==> src/rtl/ws2812_frame_feeder.sv <==
// rtl/ws2812_frame_feeder.sv - double-buffered pixel store feeding one scaled 24-bit word per LED to the WS2812 RZ encoder
// Prefetch runs READ -> SCALE -> VALID after every load so the next word is ready long before the next tx_done.
module ws2812_frame_feeder #(
   parameter int LED_NUM = 8,
   parameter int ADDR_W  = 8,
   parameter bit GRB     = 1'b1
) (
   input  logic              clk,
   input  logic              rst_n,
   input  logic              enable,
   input  logic              wr_en,
   input  logic [ADDR_W-1:0] wr_addr,
   input  logic [23:0]       wr_data,
   input  logic              swap_req,
   input  logic [7:0]        bright,
   input  logic              tx_done,
   output logic              data_ready,
   output logic [23:0]       RGB,
   output logic              data_end,
   output logic              frame_done,
   output logic              swap_ack
);
   localparam int IDX_W = (LED_NUM > 1) ? $clog2(LED_NUM) : 1;
   localparam int MEM_D = (LED_NUM > 1) ? LED_NUM : 2;
   localparam logic [IDX_W-1:0] LAST = IDX_W'(LED_NUM - 1);

   localparam logic [1:0] PF_IDLE  = 2'd0;
   localparam logic [1:0] PF_READ  = 2'd1;
   localparam logic [1:0] PF_SCALE = 2'd2;
   localparam logic [1:0] PF_VALID = 2'd3;

   logic [23:0]      mem0 [0:MEM_D-1];
   logic [23:0]      mem1 [0:MEM_D-1];
   logic [23:0]      rd_q;
   logic [1:0]       pf_state;
   logic [IDX_W-1:0] idx;
   logic [23:0]      pf_reg;
   logic             rd_bank;
   logic             swap_pend;
   logic             first_frame;
   logic [7:0]       bright_lat;

   logic             wr_ok;
   logic [IDX_W-1:0] wr_idx;
   logic             start;
   logic             load;
   logic             boundary;
   logic [8:0]       gain;
   logic [7:0]       r_s, g_s, b_s;
   logic [23:0]      scaled;

   function automatic logic [7:0] scale(input logic [7:0] c, input logic [8:0] k);
      return 8'(({8'd0, c} * {7'd0, k}) >> 8);
   endfunction

   assign wr_ok  = wr_en && ({1'b0, wr_addr} < (ADDR_W+1)'(LED_NUM));
   assign wr_idx = wr_addr[IDX_W-1:0];

   // start: first cycle of enable; boundary: LED 0 of the coming frame is about to be fetched
   assign start    = enable && !data_ready;
   assign load     = enable && data_ready && tx_done;
   assign boundary = start || (load && (idx == LAST));

   assign gain   = {1'b0, bright_lat} + 9'd1;
   assign r_s    = scale(rd_q[23:16], gain);
   assign g_s    = scale(rd_q[15:8], gain);
   assign b_s    = scale(rd_q[7:0], gain);
   assign scaled = GRB ? {g_s, r_s, b_s} : {r_s, g_s, b_s};

   // host always writes the bank not being displayed, so reads and writes never collide
   always_ff @(posedge clk) begin
      if (wr_ok) begin
         if (rd_bank) mem0[wr_idx] <= wr_data;
         else         mem1[wr_idx] <= wr_data;
      end
      if (pf_state == PF_READ)
         rd_q <= rd_bank ? mem1[idx] : mem0[idx];
   end

   always_ff @(posedge clk or negedge rst_n) begin
      if (!rst_n) begin
         data_ready  <= 1'b0;
         RGB         <= '0;
         data_end    <= 1'b0;
         frame_done  <= 1'b0;
         swap_ack    <= 1'b0;
         rd_bank     <= 1'b0;
         swap_pend   <= 1'b0;
         idx         <= '0;
         pf_reg      <= '0;
         pf_state    <= PF_IDLE;
         first_frame <= 1'b1;
         bright_lat  <= '0;
      end else begin
         data_ready <= enable;
         frame_done <= 1'b0;
         swap_ack   <= 1'b0;
         if (swap_req)
            swap_pend <= 1'b1;
         if (!enable) begin
            idx         <= '0;
            pf_reg      <= '0;
            pf_state    <= PF_IDLE;
            first_frame <= 1'b1;
            RGB         <= '0;
            data_end    <= 1'b0;
         end else begin
            if (load) begin
               RGB        <= pf_reg;
               data_end   <= (idx == LAST);
               frame_done <= (idx == '0) && !first_frame;
               if (idx == '0)
                  first_frame <= 1'b0;
               idx <= (idx == LAST) ? '0 : idx + 1'b1;
            end
            if (start || load) begin
               pf_state <= PF_READ;
            end else begin
               case (pf_state)
                  PF_READ:  pf_state <= PF_SCALE;
                  PF_SCALE: begin
                     pf_reg   <= scaled;
                     pf_state <= PF_VALID;
                  end
                  default:  pf_state <= pf_state;
               endcase
            end
            // bank and brightness are frozen for the whole frame from here
            if (boundary) begin
               bright_lat <= bright;
               if (swap_pend) begin
                  rd_bank   <= ~rd_bank;
                  swap_pend <= 1'b0;
                  swap_ack  <= 1'b1;
               end
            end
         end
      end
   end
endmodule
==> config.mk <==
export PLATFORM = sky130hd
export DESIGN_NAME = ws2812_frame_feeder
export DESIGN_NICKNAME = d
export VERILOG_FILES = /design/src/rtl/ws2812_frame_feeder.sv
export SDC_FILE = /design/constraint.sdc
export NUM_CORES = 1
export LEC_CHECK = 0
export CAP_MARGIN = 40
export CORE_AREA = 2 2 191 240
export CTS_CLUSTER_DIAMETER = 80
export DETAILED_ROUTE_END_ITERATION = 10
export DIE_AREA = 0 0 193 242
export GPL_TIMING_DRIVEN = 0
export PLACE_DENSITY_LB_ADDON = 0.25
export SKIP_CTS_REPAIR_TIMING = 1
export SYNTH_ARGS = -nofsm -noshare
export SYNTH_HDL_FRONTEND = slang
export SYNTH_SLANG_ARGS = --single-unit
==> constraint.sdc <==
create_clock -name clk -period 4.9 [get_ports clk]
set_input_delay 0.735 -clock clk [delete_from_list [all_inputs] [get_ports clk]]
set_output_delay 0.735 -clock clk [all_outputs]
set_load 0.02 [all_outputs]
Yosys cells after proc, flatten, opt, wreduce, memory -nomap -nowiden:

Memory sizes are Yosys's and may differ from the RTL's.
Index checks and enable logic that the tools add are counted.

* ROM bits: 0
* bits in latches: 0
* memories kept: 2
* register bits: 92
* input bits: 46
* RAM bits: 384
* output and inout bits: 28

* divide/modulo/power cells: 0
* $mul: 3
* reductions and logical operators: 15
* add/sub/neg operators: 2
* bitwise operators: 1
* mux-type cells: 32
* $lt $le $gt $ge: 1
* equality and inequality tests: 8
* shifts and indexed selects: 0

Memories
* mem0: depth 8, width 24, rd ports 1, clocked after Yosys merged registers in 0, write ports 1, line 32 `logic [23:0] mem0 [0:MEM_D-1];`
* mem1: depth 8, width 24, rd ports 1, clocked after Yosys merged registers in 0, write ports 1, line 33 `logic [23:0] mem1 [0:MEM_D-1];`

Operators by type and width (count)
* 2-to-1 mux 24 bit: 6
* multiplier 8 x 9 -> 16 bit: 3
* 2-to-1 mux 1 bit: 20
* adder 8 x 1 -> 9 bit, second input constant: 1
* 2-to-1 mux 3 bit: 3
* less-than comparator 8 x 4 -> 1 bit, second input constant: 1
* logical AND 1 bit: 6
* != test 2 x 1 -> 1 bit, second input constant: 3
* AND reduction 2 bit: 3
* 2-to-1 mux 2 bit: 2
* != test 4 x 1 -> 1 bit, second input constant: 1
* case mux 2 bit (2 select lines): 1
* adder 3 x 1 -> 3 bit, second input constant: 1
* equality test 3 bit, second input constant: 1
* zero test 3 bit: 1
* AND reduction 3 bit: 1
* equality test 2 x 1 -> 1 bit, second input constant: 1
* equality test 2 bit, second input constant: 1
* zero test 1 bit: 2
* logical OR 1 bit: 2
* != test 2 bit, second input constant: 1
* NOT 1 bit: 1

Longest topological paths before layout:

* depth after elaboration: 6
* gate-level depth with buffers: 20
* mapped depth without buffers: 18

Worst setup path after synthesis:

Ideal clock, no wire load.

* path type: reg2reg
* start point: register bright_lat[0]
* end point: register pf_reg[19]
* slack: -0.198 ns
* required time: 4.778 ns
* path buffers: 1
* library setup time: 0.122 ns
* data arrival time: 4.976 ns
* clock period less this slack: 5.098 ns
* stages on the path, launching flop included: 18
* cell sequence: dfrtp_1 > ha_1 > nand3_1 > xnor2_1 > clkbuf_1 > nand2_1 > fa_1 > fa_1 > inv_1 > fa_1 > fa_1 > ha_1 > a2111o_1 > a31o_4 > a31oi_4 > nor2b_2 > or3_1 > a32o_1

* longest elaborated chain between the ends: 5

RTL lines
* from (decl): line 41 `logic [7:0] bright_lat;`
* from (signal assigned): line 130 `bright_lat <= bright;`
* adder 8 x 1 -> 9 bit: line 64 `assign gain = {1'b0, bright_lat} + 9'd1;`
* multiplier 8 x 9 -> 16 bit: line 53 `return 8'(({8'd0, c} * {7'd0, k}) >> 8);`
* 2-to-1 mux 24 bit: line 119 `case (pf_state)`
* 2-to-1 mux 24 bit: line 116 `if (start || load) begin`
* 2-to-1 mux 24 bit: line 100 `if (!enable) begin`
* to (signal assigned): line 122 `pf_reg <= scaled;`
* to (decl): line 37 `logic [23:0] pf_reg;`

No other way between the ends. The select of a mux whose other input is x is not followed.
A chain may end at the register's enable or synchronous reset.

Worst setup path in the final report:

* start point: register bright_lat[1]
* end point: register pf_reg[6]

The elaborated chain is that of the path after synthesis.

==> out/metrics.cfg <==
[sta]
timing.final.ws_setup_ns = -0.231
tns_ns = -1.69
clock.fmax_mhz = 195
setup_viol = 14
drv_slew = 0
whs_ns = 0.0904
fin_crit_sh_pct = 105
finClkSkew_ns = 0.0243
final-hold-violation-count = 0
rsz0062_at_grt = true
tightest_slew_ns = 0.917
max_slew_margin_pct = 38.9
period_needed_ns = 5.13

[global_route]
overflow = 0
grt_max_degree = 37
grt_pass1_wl_microns = 83900
track_usage_pct = 24.5
grt_pass1_vias = 14249
antenna_found_initial = 1

[cts]
clk_pin_slew_ns = 0.07
cts_tree = done
cts_buffer_depth = 3
numClockSinks = 476
cts_root_buffer = clkbuf_16
cts_made_buffers = 46
clkLatencyLatePin_ns = 0.59
htree_levels = 2

[drt]
drc_errors = 0
avgRoutedWirePerCell_microns = 23.8
drt-total-wl_microns = 56800
viasPerCell = 5.80
postRouteAntennaNets = 0
drtPass1Iterations = 5
drt_iter0_drc = 991
vias = 13846

[setup_path]
worst_path_largest_cell_delay_ns = 0.53
path_max_fanout = 8
crit_required_ns = 5.37
path_cells = ha_4, nand3_4, xnor2_4, buf_12, buf_12, and2_4, fa_1, fa_1, fa_1, inv_1, fa_1, inv_2, ha_4, a21o_1, a31o_2, a31oi_4, a21oi_1, xnor2_1, o21ai_1
cp_common_cell = fa_1
path_class = register to register
cp-start-kind = register
slowest_stage = fa_1
r2r_slack_ns = -0.23
crit_path_end_kind = register
arrival_ns = 5.60

[logic_synthesis]
yosys_warnings = 0
syn-cell-area_sq_um = 24300
async_reset_ff_share_pct = 14.3
syn-mean-instance-area_sq_um = 15.4
yosys_register_bits = 476
synth_edf_count = 408
synth-seq-area-share_pct = 57.5
ys_types = 53
synth_nets = 1846
syn_inst = 1580
ys.flop_type = edfxtp_1

[die]
io_pins = 74
rows = 87
die_w_microns = 193
core_area_sq_um = 44600
die_y_microns = 242
initial_core_util_pct = 54.4
dieArea_sq_um = 46700

[flow_run]
cap_violations = 0

[finish]
final_common_cell = edfxtp_1
drive_gt1_share_pct = 22.0
final_area_sq_um = 28900
reg.largest.list = mem0 x192, mem1 x192
final_util_pct = 64.8
nNetsFinal = 2041
areaGrowthSynthToFinish_pct = 19.2
antenna_cells = 0
stdcell_count = 2388
layout_common_cells = edfxtp_1, inv_1, and2_1, nand2_1, mux4_2

[place]
io_buffers = 73
postPlaceCellArea_sq_um = 26400
hpwl_microns = 38800
dp_cells = 2262
routabilityCongestion = 0.857
pre_cts_ws_ns = -0.925

[power]
p_leak_nw = 10.7
clkPwrFrac_pct = 19.7
intPower_mw = 10.7
p_sw_mw = 6.75
seq_power_share_pct = 26.5
p_total_mw = 17.4
vdd_ir_drop_max_uv = 753
combPwrFrac_pct = 53.9
swShare_pct = 38.8
cellPowerDensity_nw_per_um2 = 601

[status]
failed_checks = setup timing
status = complete, but fails checks

[worst_hold_path]
hp-class = input pin to async pin

cell usage after synthesis, types with 5 or more instances:
cell,count,area share [%]
clkbuf_1,46,0.71
buf_2,11,0.23
o21ai_0,52,1.1
inv_1,153,2.4
nor3_1,7,0.14
nor2b_1,18,0.46
nand3_1,10,0.21
dfrtp_1,67,6.9
edfxtp_1,408,50
xor2_1,12,0.43
ha_1,100,5.2
nand4_1,7,0.18
o21ai_1,9,0.19
mux2_2,8,0.37
nand2b_1,7,0.18
nor2_1,26,0.40
mux4_2,120,11
a21oi_1,15,0.31
xnor2_1,30,1.1
fa_1,120,9.9
and3_1,5,0.13
nand2_1,144,2.2
and2_1,149,3.8
critical path: cells and delay by family (launching register included):
family / cells / cell delay, ns
adders and majority gates: 6 / 2.39
AOI/OAI and AO/OA: 5 / 0.89
xor gates and xnor gates: 2 / 0.66
DFF: 1 / 0.43
buffers and inverters: 4 / 0.38
and+or+nand+nor: 2 / 0.27
routing by layer:
metal  vias to the layer above  routed length (microns)  global-route usage, %  part of all wire, %
li1                       6064                        -                      -                    -
met1                      7216                    20900                   30.3                   37
met2                       440                    30700                   43.7                   54
met3                       126                     2910                   3.58                  5.1
met4                         0                     2210                   8.82                  3.9
met5                         -                        0                      0                    0
area by class of cell:
cell class | instances | area, sq um
fill | 3127 | 15700
sequential | 476 | 14000
multi-input combinational | 888 | 10200
timing repair buffer | 149 | 1660
clock buffer | 60 | 1280
tap | 578 | 723
inverter | 153 | 574
buffer | 61 | 370
clock inverter | 23 | 181
cell families after synthesis:
logic type	synth area share [%]
buffers and inverters	3.44
DFF	57.5
muxes	11.5
xor gates and xnor gates	1.52
adders and majority gates	15.1
and+or+nand+nor	8.24
AOI/OAI and AO/OA	2.75
worst paths after layout:
path,start,end,depth (start not counted)
setup / recovery,bright_lat[1]$_DFFE_PN0P_,pf_reg[6]$_DFFE_PN0P_,19
hold / removal,rst_n,RGB[10]$_DFFE_PN0P_,1
setup reg to reg,bright_lat[1]$_DFFE_PN0P_,pf_reg[6]$_DFFE_PN0P_,19
hold reg to reg,first_frame$_DFFE_PN1P_,first_frame$_DFFE_PN1P_,2
max in group asynchronous,rst_n,first_frame$_DFFE_PN1P_,2
min in group clk,first_frame$_DFFE_PN1P_,first_frame$_DFFE_PN1P_,2
power by group through the flow:
| stage | registers, mW | logic, mW | clock network (mW) |
|---|---|---|---|
| after detailed placement | 4.68 | 6.93 | 0 |
| after global routing | 4.61 | 10.2 | 3.65 |
| after CTS | 4.59 | 7.01 | 3.48 |
| after global placement | 4.68 | 6.78 | 0 |
| final | 4.60 | 9.38 | 3.42 |
| after floorplan | 4.63 | 5.09 | 0 |
Note: power is estimated with default switching activity, not from simulation.
